## src/rtl/alarm_ring_ctrl.sv

```systemverilog
// Alarm ring controller: trigger on a minute match, snooze/dismiss handling, blinking LED.
// Optional ALARM_AUTO_TIMEOUT_EN adds a RING_SECS auto-timeout while ringing.
module alarm_ring_ctrl #(
  parameter int CLK_HZ     = 100000000,
  parameter int SNOOZE_MIN = 5,
  parameter int MAX_SNOOZE = 3,
  parameter int RING_SECS  = 60
) (
  input  logic       clk,
  input  logic       rst,
  input  logic       en,
  input  logic [3:0] HT,
  input  logic [3:0] HU,
  input  logic [3:0] MT,
  input  logic [3:0] MU,
  input  logic [3:0] AHT,
  input  logic [3:0] AHU,
  input  logic [3:0] AMT,
  input  logic [3:0] AMU,
  input  logic       dismiss,
  input  logic       snooze,
  output logic       ringing,
  output logic       led_alarm,
  output logic       snoozed,
  output logic [1:0] snooze_cnt,
  output logic [3:0] THT,
  output logic [3:0] THU,
  output logic [3:0] TMT,
  output logic [3:0] TMU
);

  localparam int HALF = CLK_HZ / 2;
  localparam int DIV_W = (HALF > 1) ? $clog2(HALF) : 1;
  localparam logic [DIV_W-1:0] DIV_LAST = DIV_W'(HALF - 1);
  localparam logic [1:0] MAX_CNT = 2'(MAX_SNOOZE);

  if (SNOOZE_MIN < 1 || SNOOZE_MIN > 9 || MAX_SNOOZE > 3 || RING_SECS < 1 || CLK_HZ < 2) begin : g_bad_param
    $error("alarm_ring_ctrl: parameter out of range");
  end

  typedef enum logic [1:0] {IDLE = 2'd0, RING = 2'd1, SNOOZE = 2'd2} state_t;

  state_t           state_r, state_s;
  logic [15:0]      tgt_r, snz_r, snz_s, alarm_prev_r, clk_s, alarm_s, cmp_s;
  logic [1:0]       cnt_r, cnt_s;
  logic             match_s, match_prev_r, trig_s, enter_s, timeout_s;
  logic             phase_r, phase_s;
  logic [DIV_W-1:0] div_r, div_s;
  logic             ringing_r, led_r, snoozed_r;

  // BCD time + SNOOZE_MIN minutes with minute/hour carries and 23:59 -> 00:00 wrap
  function automatic logic [15:0] bcd_add_min(input logic [15:0] t);
    logic [4:0] mu, mt;
    logic [3:0] ht, hu;
    logic       c;
    mu = {1'b0, t[3:0]} + 5'(SNOOZE_MIN);
    if (mu > 5'd9) begin
      mu = mu - 5'd10;
      c  = 1'b1;
    end else begin
      c  = 1'b0;
    end
    mt = {1'b0, t[7:4]} + {4'd0, c};
    if (mt > 5'd5) begin
      mt = 5'd0;
      c  = 1'b1;
    end else begin
      c  = 1'b0;
    end
    ht = t[15:12];
    hu = t[11:8];
    if (c) begin
      if (ht == 4'd2 && hu == 4'd3) begin
        ht = 4'd0;
        hu = 4'd0;
      end else if (hu == 4'd9) begin
        ht = ht + 4'd1;
        hu = 4'd0;
      end else begin
        hu = hu + 4'd1;
      end
    end
    return {ht, hu, mt[3:0], mu[3:0]};
  endfunction

`ifdef ALARM_AUTO_TIMEOUT_EN
  localparam int TICK_W = $clog2(CLK_HZ);
  localparam int SEC_W  = $clog2(RING_SECS + 1);
  localparam logic [TICK_W-1:0] TICK_LAST = TICK_W'(CLK_HZ - 1);
  localparam logic [SEC_W-1:0]  SEC_LAST  = SEC_W'(RING_SECS - 1);
  logic [TICK_W-1:0] tick_r;
  logic [SEC_W-1:0]  sec_r;

  // Seconds spent ringing, restarted on every entry to RING
  always_ff @(posedge clk or negedge rst) begin
    if (!rst) begin
      tick_r <= '0;
      sec_r  <= '0;
    end else if (enter_s) begin
      tick_r <= '0;
      sec_r  <= '0;
    end else if (state_r == RING) begin
      if (tick_r == TICK_LAST) begin
        tick_r <= '0;
        sec_r  <= sec_r + SEC_W'(1);
      end else begin
        tick_r <= tick_r + TICK_W'(1);
      end
    end
  end
`endif

  // Match against the previous cycle's target so same-cycle alarm edits cannot glitch a trigger
  always_comb begin
    clk_s   = {HT, HU, MT, MU};
    alarm_s = {AHT, AHU, AMT, AMU};
    cmp_s   = (state_r == SNOOZE) ? snz_r : alarm_prev_r;
    match_s = (clk_s == cmp_s);
    trig_s  = match_s & ~match_prev_r;
`ifdef ALARM_AUTO_TIMEOUT_EN
    timeout_s = (state_r == RING) && (tick_r == TICK_LAST) && (sec_r == SEC_LAST);
`else
    timeout_s = 1'b0;
`endif
  end

  // Next state, snooze bookkeeping and blink phase
  always_comb begin
    state_s = state_r;
    cnt_s   = cnt_r;
    snz_s   = snz_r;
    if (!en) begin
      state_s = IDLE;
    end else begin
      case (state_r)
        IDLE: begin
          if (trig_s && alarm_prev_r != 16'd0) state_s = RING;
          else                                 state_s = IDLE;
        end
        RING: begin
          if (dismiss) begin
            state_s = IDLE;
          end else if (snooze) begin
            if (cnt_r < MAX_CNT) begin
              state_s = SNOOZE;
              snz_s   = bcd_add_min(clk_s);
              cnt_s   = cnt_r + 2'd1;
            end else begin
              state_s = IDLE;
            end
          end else if (timeout_s) begin
            state_s = IDLE;
          end else begin
            state_s = RING;
          end
        end
        SNOOZE: begin
          if (alarm_s != alarm_prev_r || dismiss) state_s = IDLE;
          else if (trig_s)                        state_s = RING;
          else                                    state_s = SNOOZE;
        end
        default: state_s = IDLE;
      endcase
    end
    if (state_s == IDLE) cnt_s = 2'd0;
    else                 cnt_s = cnt_s;

    enter_s = (state_s == RING) && (state_r != RING);
    if (enter_s) begin
      phase_s = 1'b1;
      div_s   = '0;
    end else if (state_r == RING) begin
      if (div_r == DIV_LAST) begin
        phase_s = ~phase_r;
        div_s   = '0;
      end else begin
        phase_s = phase_r;
        div_s   = div_r + DIV_W'(1);
      end
    end else begin
      phase_s = phase_r;
      div_s   = '0;
    end
  end

  // State, history and registered outputs
  always_ff @(posedge clk or negedge rst) begin
    if (!rst) begin
      state_r      <= IDLE;
      tgt_r        <= 16'd0;
      snz_r        <= 16'd0;
      alarm_prev_r <= 16'd0;
      cnt_r        <= 2'd0;
      match_prev_r <= 1'b0;
      phase_r      <= 1'b0;
      div_r        <= '0;
      ringing_r    <= 1'b0;
      led_r        <= 1'b0;
      snoozed_r    <= 1'b0;
    end else begin
      state_r      <= state_s;
      tgt_r        <= (state_r == SNOOZE) ? snz_r : alarm_s;
      snz_r        <= snz_s;
      alarm_prev_r <= alarm_s;
      cnt_r        <= cnt_s;
      match_prev_r <= match_s;
      phase_r      <= phase_s;
      div_r        <= div_s;
      ringing_r    <= (state_s == RING);
      led_r        <= (state_s == RING) & phase_s;
      snoozed_r    <= (state_s == SNOOZE);
    end
  end

  assign ringing    = ringing_r;
  assign led_alarm  = led_r;
  assign snoozed    = snoozed_r;
  assign snooze_cnt = cnt_r;
  assign {THT, THU, TMT, TMU} = tgt_r;

endmodule

```

## config.mk

```make
export PLATFORM = sky130hd
export DESIGN_NAME = alarm_ring_ctrl
export DESIGN_NICKNAME = d
export VERILOG_FILES = /design/src/rtl/alarm_ring_ctrl.sv
export SDC_FILE = /design/constraint.sdc
export NUM_CORES = 1
export LEC_CHECK = 0
export CAP_MARGIN = 20
export CORE_ASPECT_RATIO = 1.4
export CORE_UTILIZATION = 50
export CTS_CLUSTER_DIAMETER = 40
export CTS_CLUSTER_SIZE = 24
export DETAILED_ROUTE_END_ITERATION = 10
export PLACE_DENSITY = 0.73
export RECOVER_POWER = 25
export SYNTH_ARGS = -nofsm -noshare
export SYNTH_HDL_FRONTEND = slang
export SYNTH_SLANG_ARGS = --single-unit
```

## constraint.sdc

```tcl
create_clock -name clk -period 1.9 [get_ports clk]
set_input_delay 0.57 -clock clk [delete_from_list [all_inputs] [get_ports clk]]
set_output_delay 0.57 -clock clk [all_outputs]
set_load 0.05 [all_outputs]
```

# Word level (Yosys, flattened, before mapping)
# Index checks and enable logic that the tools add are counted.
dict set report totals {
  register_bits 83
  output_inout_bits 21
  wordCells 93
}
dict set report classes {
  addsub 7
  magnitude_cmp 3
  eq_ne 12
  mux 42
  bitwise 5
  n_reduce_logical 13
}
# operator count
set ops {}
lappend ops {{26-bit 2-to-1 mux} 3}
lappend ops {{16-bit 2-to-1 mux} 2}
lappend ops {{4-bit 2-to-1 mux} 8}
lappend ops {{26-bit by 1-bit adder with 26-bit output, second input constant} 1}
lappend ops {{26-bit equality test, second input constant} 1}
lappend ops {{2-bit 2-to-1 mux} 12}
lappend ops {{16-bit equality test} 1}
lappend ops {{1-bit 2-to-1 mux} 16}
lappend ops {{16-bit != test} 1}
lappend ops {{16-bit nonzero test} 1}
lappend ops {{5-bit AND reduction} 2}
lappend ops {{4-bit by 1-bit adder with 4-bit output, second input constant} 2}
lappend ops {{4-bit by 2-bit equality test with 1-bit output, second input constant} 2}
lappend ops {{2-bit nonzero test} 4}
lappend ops {{2-bit case mux with 3 select lines} 1}
lappend ops {{4-bit by 1-bit adder with 5-bit output} 1}
lappend ops {{4-bit by 3-bit adder with 5-bit output, second input constant} 1}
lappend ops {{5-bit by 3-bit > comparator with 1-bit output, second input constant} 1}
lappend ops {{5-bit by 4-bit > comparator with 1-bit output, second input constant} 1}
lappend ops {{2-bit by 1-bit equality test with 1-bit output, second input constant} 2}
lappend ops {{2-bit equality test, second input constant} 2}
lappend ops {{4-bit equality test, second input constant} 1}
lappend ops {{2-bit logical NOT} 2}
lappend ops {{2-bit by 1-bit != test with 1-bit output, second input constant} 2}
lappend ops {{7 further kinds} 12}

# Longest topological paths before layout
dict set report logic_depth {
  ltp_word 17
  mapped_depth 17
}

# Worst setup path after synthesis
# Ideal clock, no wire load.
dict set report synth_path {
  path_kind {input to register}
  from {in MU[0]}
  to {reg snz_r[15]}
  arrival_ns 3.593
  required_ns 1.776
  setup_slack_ns -1.817
  cell_stages 17
  path_buffers 1
  cell_sequence {clkbuf_2 inv_1 ha_1 inv_1 ha_1 nor2b_1 a21oi_1 a41oi_1 a21oi_1 ha_1 ha_1 a21boi_0 a311oi_1 a21oi_1 nand2_1 o211a_1 a211o_1}
}
dict set report synth_via {
  elab_chain_len 17
}
# element line
set synth_rtl {}
lappend synth_rtl {{from (decl)} 15} ;# input logic [3:0] MU,
lappend synth_rtl {{4-bit by 3-bit adder with 5-bit output} 56} ;# mu = {1'b0, t[3:0]} + 5'(SNOOZE_MIN);
lappend synth_rtl {{5-bit by 4-bit > comparator with 1-bit output} 57} ;# if (mu > 5'd9) begin
lappend synth_rtl {{1-bit 2-to-1 mux} 57}
lappend synth_rtl {{1-bit 2-to-1 mux} 144} ;# if (cnt_r < MAX_CNT) begin
lappend synth_rtl {{1-bit 2-to-1 mux} 143} ;# end else if (snooze) begin
lappend synth_rtl {{1-bit 2-to-1 mux} 141} ;# if (dismiss) begin
lappend synth_rtl {{1-bit 2-to-1 mux} 135} ;# case (state_r)
lappend synth_rtl {{1-bit 2-to-1 mux} 132} ;# if (!en) begin
lappend synth_rtl {{4-bit by 1-bit adder with 5-bit output} 63} ;# mt = {1'b0, t[7:4]} + {4'd0, c};
lappend synth_rtl {{5-bit by 3-bit > comparator with 1-bit output} 64} ;# if (mt > 5'd5) begin
lappend synth_rtl {{1-bit 2-to-1 mux} 64}
lappend synth_rtl {{1-bit 2-to-1 mux} 144}
lappend synth_rtl {{1-bit 2-to-1 mux} 143}
lappend synth_rtl {{1-bit 2-to-1 mux} 141}
lappend synth_rtl {{1-bit 2-to-1 mux} 135}
lappend synth_rtl {{1-bit 2-to-1 mux} 132}
lappend synth_rtl {{4-bit 2-to-1 mux} 72} ;# if (c) begin
lappend synth_rtl {{to (signal assigned)} 203} ;# snz_r <= snz_s;
lappend synth_rtl {{to (decl)} 44} ;# logic [15:0] tgt_r, snz_r, snz_s, alarm_prev_r, clk_s, alarm_s, cmp_s;
# Every way passes these cells. The select of a mux whose other input is x is not followed.
# A chain may end at the register's enable or synchronous reset.

# Final worst setup path
# Ends and elaborated chain as after synthesis.

==> results.txt <==
- The flow ran to the end, but the final reports show violations.
* Failing checks: negative setup slack
* Vias: 4,227
* Total inserted antenna cells: 0
* Number of clock sinks: 83
- The number of global-route vias before repair was 4,410.
* Net total in the final layout: 686
- For the worst-skew pair, the clock arrives at the later sink with an insertion delay of between 0.3 and 0.4 ns.
- The die is 82.2 um wide.
- Slew of the pin with the lowest slew margin: 1.13 ns
- Core occupancy in the finished layout: 81.4%
- STA puts the critical path data required time at 2.13 ns.
- Total half-perimeter wirelength after legalization and detailed placement: between 9000 and 10,000 um
- Entering global routing, the biggest net connects 44 pins.
* Number of nets with antenna violations after detailed routing: 0
* EDFF count, synth: 0
- Overflow left after global routing: 0
- The most critical setup path has its startpoint at MU[0].
- The final count of pins violating max slew is 0.
* I/O Buffers: 57
* Leakage: 3.15 nW
* Crit path setup slack, layout: -1.19 ns
- First-pass GRT wire length: 20,800 um
* Clock-pin transition on the worst setup and hold timing paths: 0.06 ns
- For this run, the detailed router's first-pass iteration total came to 4.
* Number of distinct library cells after synthesis: 59
- Setup violations remaining at the end of the flow were counted as 46.
- Number of warnings reported in the yosys synthesis log: 0
* CP Capture Type: register
- The initial utilization of the core area, before any placement, comes to around 52%.
* Hold path start: AMU[3]
- VDD IR-drop max: 674 uV
- The hold violation total from the final report came to 0.
- FF+latch count, synth: 83
* Final worst path period share: 163%
- The worst pin sits at a relative slew slack of 24.9%.
- On the final layout, the worst clock skew is ~0.0059 ns.
* Y dimension of the die: 114 um
- Routability-driven placement finished with a final weighted congestion of 0.874.
- End of the critical path: snz_r[15]
- Total power divided by cell area: roughly 630 mW/mm^2
- Routed wire length: 14,400 um
* Worst setup slack for register-to-register paths: -0.19 ns
* Cell area reported after detailed placement: 0.00590 mm^2
- Worst r2r path cells: 7
* Endpoint of the most critical register-to-register path: div_r[12]
- From synthesis to final layout, the design area changed by 56.5%.
* Synth Cell Area: 0.00451 mm^2
- Clock Tree Root: clkbuf_16
* Mean Syn Cell Area: approximately 10 um^2
* Post-route cell area: 0.00705 mm^2
* Source of the worst register-to-register timing path: div_r[8]
* Hold WC Path Type: input port to register
* Max Buffers Root-to-Sink: 2
* Total global routing track utilization: 30.4%
- Synth Instances: 462
- The first routing iteration left 276 violations.
* Proportion of synthesized flip-flops having asynchronous set or reset: 100%
- Using the TritonRoute via totals, the vias-per-cell ratio works out to between 5 and 6.
- Routed length per placed instance: 19.3 um
* WS Path Type: input port to register
- Number of max-capacitance violations reported: 0
* Worst slack at placement: -1.97 ns
- Data arrival time of the critical path: 3.32 ns
- The die covers 0.00940 mm^2.
- CP Launch Type: input port
- CTS H-tree lvls: 3
- Main flop type after synthesis: dfrtp_1
* Biggest fanout along the worst timing path: 4
- I/O pin count: 58
* Post-synthesis net count: around 510
* Number of core rows: 40
- After clock tree synthesis, the flow added hold-fix buffers numbering 0.
- Setup repair after global routing could not meet its margin everywhere.
- The number of antenna violations at the first check in global routing is 0.
- DRC viols: 0
* Register area share after synthesis: 46.1%
* Fmax: 324 MHz
* Clock period minus final worst setup slack: around 3 ns
- Share of post-route cells with drive strength above 1: 43.3%
- The core region is 0.00866 mm^2.
- Counting the buffers created by CTS gives 9.
- TritonCTS clock tree: yes
-- through the flow --
stage               TNS, ns  instances  hold WS (ns)  power, W
detailed placement   -33.61        699         0.477   0.00255
CTS                  -16.05        738         0.110   0.00438
finish               -16.76        747         0.395   0.00446
global placement     -31.34        699         0.475   0.00253
floorplan            -14.26        462         0.274   0.00221
global route         -20.54        747         0.398   0.00458
-- per-layer routing --
metal  routed length [um]  up-vias  global-route usage [%]
met5                    0        -                       0
met4                  718        0                    21.2
met3                  684       53                    4.38
met2                 7950      134                    54.4
met1                 5040     2095                    31.7
li1                     -     1945                       -
-- cells in the mapped netlist, types with 6 or more instances --
cell type,count,area [um^2]
a21oi_1,9,45.0
clkbuf_1,6,22.5
dfrtp_1,83,2080
ha_1,12,150
inv_1,20,75.1
nand2_1,77,289
nand3_1,18,90.1
nand4_1,9,56.3
nor2_1,41,154
nor4_1,7,43.8
o21ai_0,16,80.1
xnor2_1,25,219
xor2_1,39,342
-- worst max-delay path: stages --
cell and delay, ns:
buf_8 0.08, buf_6 0.10, inv_6 0.03, ha_4 0.27, inv_4 0.04, ha_4 0.15
nor2b_4 0.12, a21oi_2 0.14, o211ai_1 0.13, a21oi_2 0.19, ha_2 0.23, ha_4 0.21
a21boi_2 0.15, a311oi_2 0.26, a21oi_2 0.09, buf_4 0.16, nand2_4 0.10, nor4_4 0.05
a211o_1 0.26
-- logic make-up (layout without fill, tap and decap cells) --
| kind of cell | count (synthesis) | after routing | share of synthesized area [%] |
|---|---|---|---|
| compound gates | 64 | 64 | 10.6 |
| xor+xnor | 64 | 64 | 12.4 |
| fa+ha+maj | 12 | 12 | 3.33 |
| buf+inv | 36 | 215 | 3.89 |
| flops | 83 | 83 | 46.1 |
| mux | 6 | 6 | 1.36 |
| simple gates | 197 | 198 | 22.3 |
-- worst min-delay path by stage --
| stage | cells past startpoint | end | slack (ns) |
|---|---|---|---|
| after global placement | 1 | div_r[3] | 0.48 |
| after detailed placement | 1 | div_r[3] | 0.48 |
| after CTS | 1 | div_r[3] | 0.11 |
| after global routing | 1 | alarm_prev_r[8] | 0.40 |
| final | 1 | alarm_prev_r[3] | 0.39 |
| after floorplan | 0 | alarm_prev_r[0] | 0.27 |
-- where the power goes --
part | switching (W) | leakage (nW) | internal [W] | total, W
Combinational | 0.000437 | 1.94 | 0.000379 | 0.000816
Clock | 0.000733 | 0.142 | 0.00106 | 0.00179
Sequential | 0.0000410 | 1.07 | 0.00181 | 0.00186
Total | 0.00121 | 3.15 | 0.00325 | 0.00446
-- timing repair --
| action | 4_1_cts | 5_1_grt |
|---|---|---|
| setup endpoints to repair | 48 | 49 |
| pin swaps | 46 | 61 |
| gates cloned | 2 | 2 |
| gates resized for setup | 122 | 79 |
| setup buffers | 23 | 12 |
-- state kept, by name, indices dropped and copies added (netlist names) --
register      flops
snoozed           1
state_r           2
ringing           1
snooze_cnt        2
match_prev_r      1
snz_r            16
phase_r           1
alarm_prev_r     16
led_alarm         1
div_r            26
tgt_r            16
-- area by class of cell --
type / count / area, um^2
Timing Repair Buffer: 179 / 1540
Sequential cell: 83 / 2080
Fill cell: 504 / 1610
Inverter: 20 / 82.6
Multi-Input combinational cell: 344 / 2920
Clock buffer: 11 / 243
Tap cell: 105 / 131
Clock inverter: 5 / 62.6
-- placed cells by master (no fill, tap or decap), types with 5 or more instances in the layout --
cell / count
clkdlybuf4s50_1: 9
buf_4: 118
nand3_1: 14
nor4_1: 5
dfrtp_1: 81
xor2_1: 36
xnor2_2: 8
o21ai_1: 6
a21oi_2: 6
ha_1: 7
buf_12: 5
xnor2_1: 17
dlygate4sd2_1: 14
nand4_1: 9
clkbuf_1: 5
o21ai_0: 8
clkbuf_16: 11
nor2_4: 13
nor2_1: 14
inv_1: 16
buf_2: 5
buf_6: 17
nor2_2: 14
nand2_1: 73
(Power assumes the default switching activity.)
